### config.mk
export PLATFORM = sky130hd
export DESIGN_NAME = seven_seg_scan_decoder
export DESIGN_NICKNAME = d
export VERILOG_FILES = /design/src/rtl/seven_seg_pkg.sv /design/src/rtl/seven_seg_pattern_decode.sv /design/src/rtl/seven_seg_scan_decoder.sv
export SDC_FILE = /design/constraint.sdc
export NUM_CORES = 1
export LEC_CHECK = 0
export CAP_MARGIN = 20
export CORE_MARGIN = 1.5
export CORE_UTILIZATION = 40
export DETAILED_ROUTE_END_ITERATION = 6
export GPL_TIMING_DRIVEN = 1
export HOLD_SLACK_MARGIN = 0.15
export PLACE_DENSITY = 0.72
export SLEW_MARGIN = 20
export SYNTH_ARGS = -nofsm -noshare
export SYNTH_HDL_FRONTEND = slang
export SYNTH_SLANG_ARGS = --single-unit
### constraint.sdc
create_clock -name clk -period 2.4 [get_ports clk]
set_clock_uncertainty 0.1 [all_clocks]
set_input_delay 0.36 -clock clk [delete_from_list [all_inputs] [get_ports clk]]
set_output_delay 0.36 -clock clk [all_outputs]
set_load 0.01 [all_outputs]
### src/rtl/seven_seg_pkg.sv
`default_nettype none
// ============================================================================
//  Module      : seven_seg_pkg
//  Description : Shared seven-segment types and the common-anode pattern
//                table. The encoder and the scan decoder both use this table,
//                so the two directions cannot drift apart.
//                Segment order is bit6=g .. bit0=a. A segment is lit when its
//                bit is 0.
//  Revision    : 1.0 - initial release
// ============================================================================
package seven_seg_pkg;

    typedef logic [6:0] seg_t;
    typedef logic [3:0] digit_t;

    localparam seg_t SEG_0     = 7'h40;
    localparam seg_t SEG_1     = 7'h79;
    localparam seg_t SEG_2     = 7'h24;
    localparam seg_t SEG_3     = 7'h30;
    localparam seg_t SEG_4     = 7'h19;
    localparam seg_t SEG_5     = 7'h12;
    localparam seg_t SEG_6     = 7'h02;
    localparam seg_t SEG_7     = 7'h78;
    localparam seg_t SEG_8     = 7'h00;
    localparam seg_t SEG_9     = 7'h10;
    localparam seg_t SEG_BLANK = 7'h7F;

    // Digit code reported for blank or undecodable positions
    localparam digit_t DIGIT_NONE = 4'hF;

    // Frame state machine encoding
    typedef enum logic [0:0] {
        ST_COLLECT = 1'b0,
        ST_PENDING = 1'b1
    } state_t;

endpackage
`default_nettype wire

### src/rtl/seven_seg_pattern_decode.sv
`default_nettype none
// ============================================================================
//  Module      : seven_seg_pattern_decode
//  Description : Combinational inverse of the common-anode segment table.
//                Ports:
//                  seg   - segment pattern, active-low, bit6=g .. bit0=a
//                  digit - BCD digit, DIGIT_NONE for blank or invalid
//                  blank - all segments off
//                  err   - pattern is neither a digit nor blank
//  Revision    : 1.0 - initial release
// ============================================================================
module seven_seg_pattern_decode
    import seven_seg_pkg::*;
(
    input  seg_t   seg,
    output digit_t digit,
    output logic   blank,
    output logic   err
);

    always_comb begin
        digit = DIGIT_NONE;
        blank = 1'b0;
        err   = 1'b0;
        case (seg)
            SEG_0:     digit = 4'd0;
            SEG_1:     digit = 4'd1;
            SEG_2:     digit = 4'd2;
            SEG_3:     digit = 4'd3;
            SEG_4:     digit = 4'd4;
            SEG_5:     digit = 4'd5;
            SEG_6:     digit = 4'd6;
            SEG_7:     digit = 4'd7;
            SEG_8:     digit = 4'd8;
            SEG_9:     digit = 4'd9;
            SEG_BLANK: blank = 1'b1;
            default:   err   = 1'b1;
        endcase
    end

endmodule
`default_nettype wire

### src/rtl/seven_seg_scan_decoder.sv
`default_nettype none
// ============================================================================
//  Module      : seven_seg_scan_decoder
//  Description : Recovers BCD digits from a multiplexed common-anode display
//                bus. Each anode dwell must stay stable for STABLE_CYCLES
//                samples before the digit is captured. Once every position
//                has been captured, a frame is offered on a valid/ready
//                handshake.
//                Ports:
//                  clk, rst     - clock, asynchronous active-high reset
//                  seg          - segment lines, active-low
//                  an           - anode selects, active-low (an[i]=0 -> digit i)
//                  frame_digits - digit i at [4i+3:4i]
//                  frame_blank  - per-digit blank flag
//                  frame_err    - per-digit undecodable flag
//                  frame_valid  - frame available
//                  frame_ready  - consumer takes the frame
//                  overrun      - sticky, a completed frame was dropped
//  Revision    : 1.0 - initial release
// ============================================================================
module seven_seg_scan_decoder
    import seven_seg_pkg::*;
#(
    parameter int NUM_DIGITS    = 4,
    parameter int STABLE_CYCLES = 4
)(
    input  logic                    clk,
    input  logic                    rst,
    input  logic [6:0]              seg,
    input  logic [NUM_DIGITS-1:0]   an,
    output logic [4*NUM_DIGITS-1:0] frame_digits,
    output logic [NUM_DIGITS-1:0]   frame_blank,
    output logic [NUM_DIGITS-1:0]   frame_err,
    output logic                    frame_valid,
    input  logic                    frame_ready,
    output logic                    overrun
);

    localparam int                    c_cnt_w   = $clog2(STABLE_CYCLES + 1);
    localparam logic [c_cnt_w-1:0]    c_cnt_max = c_cnt_w'(STABLE_CYCLES);
    localparam logic [c_cnt_w-1:0]    c_cnt_pre = c_cnt_w'(STABLE_CYCLES - 1);
    localparam logic [c_cnt_w-1:0]    c_cnt_one = c_cnt_w'(1);
    localparam logic [NUM_DIGITS-1:0] c_an_one  = NUM_DIGITS'(1);

    // Input register and its one-cycle-older copy for the stability compare
    logic [NUM_DIGITS-1:0]   r_an, r_an_d;
    seg_t                    r_seg, r_seg_d;

    logic [c_cnt_w-1:0]      r_cnt, w_cnt_next;
    logic [NUM_DIGITS-1:0]   w_sel;
    logic                    w_onehot, w_same, w_accept, w_complete;

    digit_t                  w_dec_digit;
    logic                    w_dec_blank, w_dec_err;

    logic [4*NUM_DIGITS-1:0] r_sh_digits, w_new_digits;
    logic [NUM_DIGITS-1:0]   r_sh_blank, w_new_blank;
    logic [NUM_DIGITS-1:0]   r_sh_err, w_new_err;
    logic [NUM_DIGITS-1:0]   r_seen;

    state_t                  r_state, w_state_next;
    logic                    w_load, w_drop;

    always_ff @(posedge clk or posedge rst) begin
        if (rst) begin
            r_an    <= '0;
            r_seg   <= '0;
            r_an_d  <= '0;
            r_seg_d <= '0;
        end else begin
            r_an    <= an;
            r_seg   <= seg;
            r_an_d  <= r_an;
            r_seg_d <= r_seg;
        end
    end

    // Selected position as a high-true mask; valid only when exactly one bit is set
    assign w_sel    = ~r_an;
    assign w_onehot = (w_sel != '0) && ((w_sel & (w_sel - c_an_one)) == '0);
    assign w_same   = (r_an == r_an_d) && (r_seg == r_seg_d);

    always_comb begin
        w_cnt_next = r_cnt;
        if (!w_onehot) begin
            w_cnt_next = '0;
        end else if (w_same) begin
            if (r_cnt != c_cnt_max) begin
                w_cnt_next = r_cnt + c_cnt_one;
            end
        end else begin
            w_cnt_next = c_cnt_one;
        end
    end

    always_ff @(posedge clk or posedge rst) begin
        if (rst) begin
            r_cnt <= '0;
        end else begin
            r_cnt <= w_cnt_next;
        end
    end

    // Fires on the single cycle where the counter steps up to its ceiling;
    // saturation keeps a long dwell from re-accepting.
    assign w_accept = w_onehot && w_same && (r_cnt == c_cnt_pre);

    seven_seg_pattern_decode u_decode (
        .seg   (r_seg),
        .digit (w_dec_digit),
        .blank (w_dec_blank),
        .err   (w_dec_err)
    );

    // Shadow contents including this cycle's accept, so a completing
    // accept lands in the output registers on the same edge.
    always_comb begin
        w_new_digits = r_sh_digits;
        w_new_blank  = r_sh_blank;
        w_new_err    = r_sh_err;
        for (int i = 0; i < NUM_DIGITS; i++) begin
            if (w_accept && w_sel[i]) begin
                w_new_digits[4*i +: 4] = w_dec_digit;
                w_new_blank[i]         = w_dec_blank;
                w_new_err[i]           = w_dec_err;
            end
        end
    end

    assign w_complete = w_accept && ((r_seen | w_sel) == '1);

    always_ff @(posedge clk or posedge rst) begin
        if (rst) begin
            r_sh_digits <= '0;
            r_sh_blank  <= '0;
            r_sh_err    <= '0;
            r_seen      <= '0;
        end else begin
            r_sh_digits <= w_new_digits;
            r_sh_blank  <= w_new_blank;
            r_sh_err    <= w_new_err;
            if (w_complete) begin
                r_seen <= '0;
            end else if (w_accept) begin
                r_seen <= r_seen | w_sel;
            end
        end
    end

    always_ff @(posedge clk or posedge rst) begin
        if (rst) begin
            r_state <= ST_COLLECT;
        end else begin
            r_state <= w_state_next;
        end
    end

    always_comb begin
        w_state_next = r_state;
        w_load       = 1'b0;
        w_drop       = 1'b0;
        case (r_state)
            ST_COLLECT: begin
                if (w_complete) begin
                    w_load       = 1'b1;
                    w_state_next = ST_PENDING;
                end
            end
            ST_PENDING: begin
                if (w_complete) begin
                    // A consumer taking the old frame this cycle frees the
                    // output registers for the new one; otherwise it is lost.
                    if (frame_ready) begin
                        w_load = 1'b1;
                    end else begin
                        w_drop = 1'b1;
                    end
                end else if (frame_ready) begin
                    w_state_next = ST_COLLECT;
                end
            end
            default: w_state_next = ST_COLLECT;
        endcase
    end

    always_ff @(posedge clk or posedge rst) begin
        if (rst) begin
            frame_digits <= '0;
            frame_blank  <= '0;
            frame_err    <= '0;
            overrun      <= 1'b0;
        end else begin
            if (w_load) begin
                frame_digits <= w_new_digits;
                frame_blank  <= w_new_blank;
                frame_err    <= w_new_err;
            end
            if (w_drop) begin
                overrun <= 1'b1;
            end
        end
    end

    assign frame_valid = (r_state == ST_PENDING);

endmodule
`default_nettype wire

==> results_tabular.tex, run 1 <==
\begin{tabular}{lr}
\hline
Metric & Value \\
\hline
\multicolumn{2}{l}{\textbf{Clocking}} \\
\quad Number of buffers on the longest clock path & 2 \\
\quad Clock tree from TritonCTS & done \\
\quad Root buf cell & sky130\_fd\_sc\_hd\_\_clkbuf\_8 \\
\quad Clock Sink Count & 79 \\
\quad Source-to-sink clock delay at the later pin of the worst-skew pair & 0.36 ns \\
\quad Number of buffers created by CTS & 9 \\
\quad H-tree depth & 3 \\
\quad Clock transition time at the flip-flop clock pins of the worst setup and hold paths & 0.08 ns \\
\multicolumn{2}{l}{\textbf{Power and ir drop}} \\
\quad Power Dens Cells & around 570 nW/um2 \\
\quad Sequential group share of total power & between 50 and 60\% \\
\quad Total chip power & 2.68 mW \\
\quad Part of the power in combinational logic & 7.5\% \\
\quad Power share of the clock group & roughly 41\% \\
\quad Net switching share of the total power & 22.4\% \\
\quad Max VDD drop & 0.329 mV \\
\quad Leak & 2.04 nW \\
\quad Internal power summed over all cells & 2.08 mW \\
\quad Reported net switching power & $\sim$600 uW \\
\multicolumn{2}{l}{\textbf{Die}} \\
\quad Full die area & approximately 9500 um2 \\
\quad Total I/O pin count & 40 \\
\quad Count of standard-cell rows & 34 \\
\quad Y dimension of the die & 97.4 um \\
\quad Effective utilization at floorplan & between 40 and 50\% \\
\quad Core region area & 8680 um2 \\
\quad Width of the chip & roughly 97 um \\
\multicolumn{2}{l}{\textbf{Final layout}} \\
\quad Cell area after layout & between 4000 and 5000 um2 \\
\quad Antenna diode instance count & 0 \\
\quad Ratio of cells with drive above 1 in the final layout & between 20\% and 30\% \\
\quad Layout overhead on the synthesized area & 30.7\% \\
\quad \# nets final & between 300 and 400 \\
\quad Utilization after layout & 53.7\% \\
\multicolumn{2}{l}{\textbf{Route}} \\
\quad Wirelength per Cell & between 15 and 20 um \\
\quad Vias post-DR & between 2000 and 3000 \\
\quad Number of violations reported at the end of detailed-routing iteration 0 & about 170 \\
\quad Count of nets left with antenna violations after detail routing & 0 \\
\quad DR vias/cell & 5.47 \\
\quad Number of iterations in the first detailed-routing pass & 4 \\
\quad Number of DRC violations after detailed routing & 0 \\
\quad Drt total wl & 7930 um \\
\multicolumn{2}{l}{\textbf{Global routing}} \\
\quad First-pass GRT wire length & 13200 um \\
\quad Aggregate global-route resource usage & 17.7\% \\
\quad Global route total overflow & 0 \\
\quad Antenna violations before repair & 0 \\
\quad Pin count of the biggest net entering global routing & 39 \\
\quad Vias in the first global route & 2705 \\
\multicolumn{2}{l}{\textbf{Critical path}} \\
\quad Worst reg2reg path startpoint & r\_cnt[0] \\
\quad Data required time at the worst endpoint & 2.54 ns \\
\quad Kind of critical path & reg -> reg \\
\quad Startpoint kind of the worst setup timing path & flip-flop \\
\quad Crit path capture type & flip-flop \\
\quad Maximum net fanout on the critical path & 3 \\
\quad First element of the critical path & r\_cnt[0] \\
\quad Data arrival time at the worst-slack endpoint & between 2 and 2.5 ns \\
\multicolumn{2}{l}{\textbf{Timing}} \\
\quad Pin slew with the least headroom to its limit & 0.778 ns \\
\quad Final count of pins violating max slew & 0 \\
\quad Rel. slew slack & 48.0\% \\
\quad Part of the cycle the worst path needs & 97.2\% \\
\quad Setup repair after global routing missed its margin & yes \\
\quad Max frequency & 429 MHz \\
\quad Time the final worst path needs with I/O delays and setup & 2.33 ns \\
\quad Final setup violation count & 0 \\
\quad Number of hold violations in the final report & 0 \\
\quad Final-layout setup total negative slack & 0 ns \\
\multicolumn{2}{l}{\textbf{Min path}} \\
\quad Path category of the worst min-delay check & in -> async \\
\multicolumn{2}{l}{\textbf{Yosys}} \\
\quad Syn\_area\_per\_cell & 11.5 um2 \\
\quad Number of distinct library cells after synthesis & 51 \\
\quad Fraction of registers with async set/reset & 100\% \\
\quad Count of flip-flops with a built-in enable after synthesis & 0 \\
\quad Register bit count reported by yosys & 79 \\
\quad Ys Warns & 0 \\
\quad Gate Count Post-Synth & 309 \\
\quad Share of synthesized area occupied by flip-flops and latches & 55.4\% \\
\quad Cell area after technology mapping & 3570 um2 \\
\quad Total nets after synthesis & around 330 \\
\quad Most frequently used flop master after synthesis & sky130\_fd\_sc\_hd\_\_dfrtp\_1 \\
\multicolumn{2}{l}{\textbf{Flow run}} \\
\quad Total of max-cap violations & 0 \\
\multicolumn{2}{l}{\textbf{Placed design}} \\
\quad Detailed-placement wirelength estimate & 5720 um \\
\quad Count of buffers inserted at the top-level ports & 39 \\
\quad Weighted congestion at the end of routability-driven global placement & 0.831 \\
\quad Placement Cell Area & 4220 um2 \\
\multicolumn{2}{l}{\textbf{Run status}} \\
\quad Outcome & complete, no violations \\
\hline
\end{tabular}
==> Yosys cell counts, types with 2 or more instances <==
library cell	n	area (um2)
sky130_fd_sc_hd__buf_4	2	15.0
sky130_fd_sc_hd__nor2b_1	2	12.5
sky130_fd_sc_hd__and4b_1	2	20.0
sky130_fd_sc_hd__nand2_1	26	97.6
sky130_fd_sc_hd__xor2_1	3	26.3
sky130_fd_sc_hd__o211ai_1	8	60.1
sky130_fd_sc_hd__nand2b_1	5	31.3
sky130_fd_sc_hd__nand3_1	12	60.1
sky130_fd_sc_hd__xnor2_2	2	32.5
sky130_fd_sc_hd__nor2_1	27	101
sky130_fd_sc_hd__clkbuf_1	3	11.3
sky130_fd_sc_hd__mux2_2	14	158
sky130_fd_sc_hd__xnor2_1	10	87.6
sky130_fd_sc_hd__o21ai_0	10	50.1
sky130_fd_sc_hd__o21ai_1	8	40.0
sky130_fd_sc_hd__or4_1	3	22.5
sky130_fd_sc_hd__a31oi_1	8	50.1
sky130_fd_sc_hd__nand4_4	2	42.5
sky130_fd_sc_hd__buf_6	3	33.8
sky130_fd_sc_hd__a211oi_1	9	67.6
sky130_fd_sc_hd__nor4_4	4	85.1
sky130_fd_sc_hd__buf_2	3	15.0
sky130_fd_sc_hd__dfrtp_1	79	1980
sky130_fd_sc_hd__and3_1	2	12.5
sky130_fd_sc_hd__or3_1	2	12.5
sky130_fd_sc_hd__inv_1	7	26.3
sky130_fd_sc_hd__nand4_1	4	25.0
sky130_fd_sc_hd__mux2_4	2	30.0
sky130_fd_sc_hd__nor4_1	5	31.3
sky130_fd_sc_hd__nor3_1	5	25.0
sky130_fd_sc_hd__ha_1	3	37.5
sky130_fd_sc_hd__or4_4	2	22.5
sky130_fd_sc_hd__a21oi_1	14	70.1
==> placed cells by master, fill, tap and decap left out, types with 6 or more instances in the layout <==
cell type	count
sky130_fd_sc_hd__nand3_1	12
sky130_fd_sc_hd__mux2_2	12
sky130_fd_sc_hd__o21ai_0	10
sky130_fd_sc_hd__xnor2_2	8
sky130_fd_sc_hd__nor2_1	27
sky130_fd_sc_hd__nand2_1	26
sky130_fd_sc_hd__o21ai_1	8
sky130_fd_sc_hd__clkdlybuf4s50_1	39
sky130_fd_sc_hd__clkbuf_8	11
sky130_fd_sc_hd__o211ai_1	8
sky130_fd_sc_hd__buf_4	27
sky130_fd_sc_hd__inv_1	6
sky130_fd_sc_hd__dfrtp_1	77
sky130_fd_sc_hd__a21oi_1	14
sky130_fd_sc_hd__a31oi_1	8
sky130_fd_sc_hd__a211oi_2	8
==> state kept, by name, indices dropped and copies added, names as in the netlist <==
signal and flops:
frame_digits 16, overrun 1, r_an 4, r_seg 7, r_sh_err 4, r_sh_blank 4, r_seg_d 7, frame_blank 4
r_sh_digits 16, frame_err 4, r_an_d 4, r_cnt 3, r_seen 4, frame_valid 1
==> path summary, 6_finish.rpt <==
path	end	slack, ns	cells after the start
max	frame_digits[6]	0.07	7
min	frame_valid	0.29	2
min reg2reg	r_seg_d[4]	0.34	0
max in group asynchronous	r_seg[1]	1.27	3
min in group clk	r_seg[1]	0.34	1
max reg2reg	frame_digits[6]	0.07	7
==> logic make-up (layout without fill, tap and decap cells) <==
group                    Yosys count  count (layout)  share of synthesized area, %
flip-flops                        79              79                          55.4
multiplexers                      16              16                          5.26
buffers and inverters             19              92                          2.95
AO/OA/AOI/OAI                     61              61                          10.7
adder cells (fa/ha/maj)            3               3                          1.05
AND/OR/NAND/NOR                  116             116                          20.6
XOR/XNOR                          15              15                          4.10
==> power groups by stage <==
stage / clock (mW) / combinational, mW / sequential [mW]
floorplan: 0 / 0.119 / 1.39
global placement: 0 / 0.173 / 1.39
detailed placement: 0 / 0.178 / 1.40
CTS: 1.13 / 0.186 / 1.37
global route: 1.18 / 0.221 / 1.38
finish: 1.10 / 0.200 / 1.37
==> worst max-delay path, cell delays in order (launching register included) <==
cell                      delay, ns
sky130_fd_sc_hd__dfrtp_1       0.37
sky130_fd_sc_hd__ha_1          0.16
sky130_fd_sc_hd__ha_2          0.20
sky130_fd_sc_hd__nand2_1       0.09
sky130_fd_sc_hd__or3_4         0.38
sky130_fd_sc_hd__nor4_4        0.26
sky130_fd_sc_hd__mux2_2        0.39
sky130_fd_sc_hd__mux2_2        0.26
==> per-stage QoR <==
stage	hold slack [ns]	setup WS [ns]	std cells
finish	0.287	0.0680	490
global route	0.319	-0.0615	490
CTS	0.306	-0.0198	487
detailed placement	0.315	-0.120	468
global placement	0.303	-0.0260	468
floorplan	0.249	0.0846	309
==> final cells by class <==
class / count / area [um2]
clock inverters: 3 / 65.1
fillers: 782 / 4020
repair buffers: 69 / 653
multi-input cells: 211 / 1640
inverters: 7 / 30.0
well taps: 108 / 135
clock buffers: 13 / 159
flip-flops and latches: 79 / 1980
==> metal layers <==
layer / GRT usage, % / share of wire, %
met5: 0 / 0
met4: 7.58 / 2.1
met3: 3.96 / 3.4
met2: 28.3 / 49
met1: 23.3 / 46
==> timing repair <==
item                                    CTS  global route
setup buffers                             3             3
hold endpoints to repair                  0             0
endpoints found under the setup margin   32            37
pin swaps                                 1             6
resized for setup                         7            22
hold buffers                              0             0
Power figures use the tool's default switching activity.
==> run 2: changes to the inputs <==
SETUP_SLACK_MARGIN = 0.1   (was unset)
==> run 2 against run 1 <==
Total power fell by 1.2%. First-iteration DRC count grew 20%. Critical path depth up 1. Sequential power about the same. Global-route usage grew 0.50 points. Clock-buffer cell count fell by 2. Fmax increased by 0.56%. Wire length rose by 11%. Cell area increased by 7.0%. Utilization up 3.8 points. Non-clock buffer count increased by 23. Sequential cell count did not move.
==> results_tabular.tex, run 2 (same netlist as run 1, synthesis figures left out) <==
\begin{tabular}{lr}
\hline
Metric & Value \\
\hline
\multicolumn{2}{l}{\textbf{Global routing}} \\
\quad Aggregate global-route resource usage & 18.2\% (was 17.7\%) \\
\quad Pin count of the biggest net entering global routing & 80 (was 39) \\
\quad Antenna violations before repair & 0 (unchanged) \\
\quad First-pass GRT wire length & 13600 um (was 13200 um) \\
\quad Vias in the first global route & 2738 (was 2705) \\
\quad Global route total overflow & 0 (unchanged) \\
\multicolumn{2}{l}{\textbf{Timing}} \\
\quad Max frequency & 431 MHz (was 429 MHz) \\
\quad Hold Slack & 0.338 ns (was 0.287 ns) \\
\quad Setup repair after global routing missed its margin & yes (unchanged) \\
\quad Time the final worst path needs with I/O delays and setup & 2.32 ns (was 2.33 ns) \\
\quad Final count of pins violating max slew & 0 (unchanged) \\
\quad Pin slew with the least headroom to its limit & 0.762 ns (was 0.778 ns) \\
\quad Final setup violation count & 0 (unchanged) \\
\quad Part of the cycle the worst path needs & 96.6\% (was 97.2\%) \\
\quad Number of hold violations in the final report & 0 (unchanged) \\
\quad Worst setup slack after layout & 0.0809 ns (was 0.0680 ns) \\
\quad Final-layout setup total negative slack & 0 ns (unchanged) \\
\quad Rel. slew slack & 48.8\% (was 48.0\%) \\
\multicolumn{2}{l}{\textbf{Critical path}} \\
\quad Worst Reg2Reg Path Length in Cells & 8 (was 7) \\
\quad Worst reg2reg path startpoint & r\_cnt[1] (was r\_cnt[0]) \\
\quad Buffers \& Inverters on Critical Path & 1 (was 0) \\
\quad Maximum net fanout on the critical path & 4 (was 3) \\
\quad CP max-delay cell & sky130\_fd\_sc\_hd\_\_dfrtp\_1 (was sky130\_fd\_sc\_hd\_\_mux2\_2) \\
\quad Kind of critical path & reg -> reg (unchanged) \\
\quad Reg-to-Reg End & frame\_digits[2] (was frame\_digits[6]) \\
\quad Count of cell instances traversed by the critical path & 8 (was 7) \\
\quad Crit path capture type & flip-flop (unchanged) \\
\quad Startpoint kind of the worst setup timing path & flip-flop (unchanged) \\
\quad R2R Setup Slk & 0.08 ns (was 0.07 ns) \\
\quad Delay contributed by the slowest stage of the critical path & 0.37 ns (was 0.39 ns) \\
\quad Data arrival time at the worst-slack endpoint & 2.46 ns (was 2.47 ns) \\
\quad Critical Path, Cell by Cell & ha\_2 -> ha\_4 -> nand2\_2 -> nand4bb\_4 -> nor4\_4 -> buf\_4 -> mux2\_2 -> mux2\_4 (was ha\_1 -> ha\_2 -> nand2\_1 -> or3\_4 -> nor4\_4 -> mux2\_2 -> mux2\_2) \\
\quad Worst path top cell family by delay & multiplexers (was simple AND/OR/NAND/NOR gates) \\
\quad Data required time at the worst endpoint & 2.54 ns (about the same) \\
\quad First element of the critical path & r\_cnt[1] (was r\_cnt[0]) \\
\quad Critical Path Sink & frame\_digits[2] (was frame\_digits[6]) \\
\multicolumn{2}{l}{\textbf{Die}} \\
\quad Width of the chip & 97.4 um (unchanged) \\
\quad Full die area & 9490 um2 (unchanged) \\
\quad Count of standard-cell rows & 34 (unchanged) \\
\quad Effective utilization at floorplan & 41.1\% (unchanged) \\
\quad Y dimension of the die & 97.4 um (unchanged) \\
\quad Core region area & 8680 um2 (unchanged) \\
\quad Total I/O pin count & 40 (unchanged) \\
\multicolumn{2}{l}{\textbf{Final layout}} \\
\quad Most common cell after layout, fill and taps aside & sky130\_fd\_sc\_hd\_\_dfrtp\_1 (unchanged) \\
\quad Register area & 1980 um2 (about the same) \\
\quad Commonest cells after routing, fill and taps aside & 78 x sky130\_fd\_sc\_hd\_\_dfrtp\_1, 46 x sky130\_fd\_sc\_hd\_\_buf\_4, 39 x sky130\_fd\_sc\_hd\_\_clkdlybuf4s50\_1 (was 77 x sky130\_fd\_sc\_hd\_\_dfrtp\_1, 39 x sky130\_fd\_sc\_hd\_\_clkdlybuf4s50\_1, 27 x sky130\_fd\_sc\_hd\_\_nor2\_1, 27 x sky130\_fd\_sc\_hd\_\_buf\_4, 26 x sky130\_fd\_sc\_hd\_\_nand2\_1) \\
\quad Utilization after layout & 57.5\% (was 53.7\%) \\
\quad FILL cells & 731 (was 782) \\
\quad Final cell count without fillers & 514 (was 490) \\
\quad Cell area after layout & 4990 um2 (was 4660 um2) \\
\quad Ratio of cells with drive above 1 in the final layout & 33.5\% (was 26.7\%) \\
\quad Leading registers by flop count & frame\_digits x16, r\_sh\_digits x16 (unchanged) \\
\quad Antenna diode instance count & 0 (unchanged) \\
\quad \# nets final & 418 (was 394) \\
\quad Footprint of the multi-input gates & 1770 um2 (was 1640 um2) \\
\quad Layout overhead on the synthesized area & 39.8\% (was 30.7\%) \\
\multicolumn{2}{l}{\textbf{Power and ir drop}} \\
\quad Power Dens Cells & 530 nW/um2 (was 574 nW/um2) \\
\quad Max VDD drop & 0.443 mV (was 0.329 mV) \\
\quad Total chip power & 2.64 mW (was 2.68 mW) \\
\quad Leak & 2.17 nW (was 2.04 nW) \\
\multicolumn{2}{l}{\textbf{Placed design}} \\
\quad Detailed-placement wirelength estimate & 5470 um (was 5720 um) \\
\quad Weighted congestion at the end of routability-driven global placement & 0.930 (was 0.831) \\
\quad Total placed cells including tap cells & 470 (was 468) \\
\quad Count of buffers inserted at the top-level ports & 39 (unchanged) \\
\quad Placement-stage worst setup slack & -0.108 ns (was -0.120 ns) \\
\quad Placement Cell Area & 4280 um2 (was 4220 um2) \\
\multicolumn{2}{l}{\textbf{Clocking}} \\
\quad Clock tree from TritonCTS & done (unchanged) \\
\quad Source-to-sink clock delay at the later pin of the worst-skew pair & 0.35 ns (was 0.36 ns) \\
\quad Clock transition time at the flip-flop clock pins of the worst setup and hold paths & 0.08 ns (about the same) \\
\quad H-tree depth & 3 (unchanged) \\
\quad Number of buffers created by CTS & 9 (unchanged) \\
\quad Hold buffer count at CTS & 0 (unchanged) \\
\quad Root buf cell & sky130\_fd\_sc\_hd\_\_clkbuf\_8 (unchanged) \\
\quad Number of buffers on the longest clock path & 2 (unchanged) \\
\quad Clock Sink Count & 79 (unchanged) \\
\multicolumn{2}{l}{\textbf{Flow run}} \\
\quad Total of max-cap violations & 0 (unchanged) \\
\multicolumn{2}{l}{\textbf{Route}} \\
\quad Drt total wl & 8780 um (was 7930 um) \\
\quad Number of iterations in the first detailed-routing pass & 5 (was 4) \\
\quad DR vias/cell & 5.50 (was 5.47) \\
\quad Count of nets left with antenna violations after detail routing & 0 (unchanged) \\
\quad Wirelength per Cell & 17.1 um (was 16.2 um) \\
\quad Number of violations reported at the end of detailed-routing iteration 0 & 202 (was 169) \\
\quad Vias post-DR & 2827 (was 2680) \\
\quad Number of DRC violations after detailed routing & 0 (unchanged) \\
\multicolumn{2}{l}{\textbf{Run status}} \\
\quad Outcome & complete, no violations (unchanged) \\
\multicolumn{2}{l}{\textbf{Min path}} \\
\quad Path category of the worst min-delay check & in -> reg (was in -> async) \\
\hline
\end{tabular}
## run 2: worst min-delay path by stage
stage,startpoint,endpoint,depth (start not counted)
finish,an[1],r_an[1],1
global route,an[0],r_an[0],1
CTS,an[1],r_an[1],1
detailed placement,r_seg[3],r_seg_d[3],0
global placement,r_seg[3],r_seg_d[3],0
floorplan,r_an[0],r_an_d[0],0
## run 2: repair_timing
item                                    in CTS  in global routing
resized for setup                           23                 25
pin swaps                                    6                 16
setup buffers                               15                 11
endpoints found under the setup margin      26                 35
cloned                                       2                  0
endpoints found under the hold margin        0                  0
## run 2: cell type report
| class | instances | share of cell area (%) |
|---|---|---|
| multi-input cells | 212 | 35.6 |
| clock inverters | 5 | 1.13 |
| repair buffers | 92 | 17.3 |
| clock buffers | 11 | 3.03 |
| well taps | 108 | 2.71 |
| flip-flops and latches | 79 | 39.7 |
| inverters | 7 | 0.602 |
## run 2: routing by layer
layer  wire (um)  vias to the layer above  track usage (%)
met3         422                       17             4.32
met1        3900                     1415             24.2
li1            -                     1305                -
met2        4300                       90             28.6
met5           0                        -                0
met4         154                        0             7.91
## run 2: power breakdown
part,internal (mW),switching [mW]
Combinational,0.115,0.137
Sequential,1.35,0.0202
Clock,0.535,0.487
Total,2.00,0.644
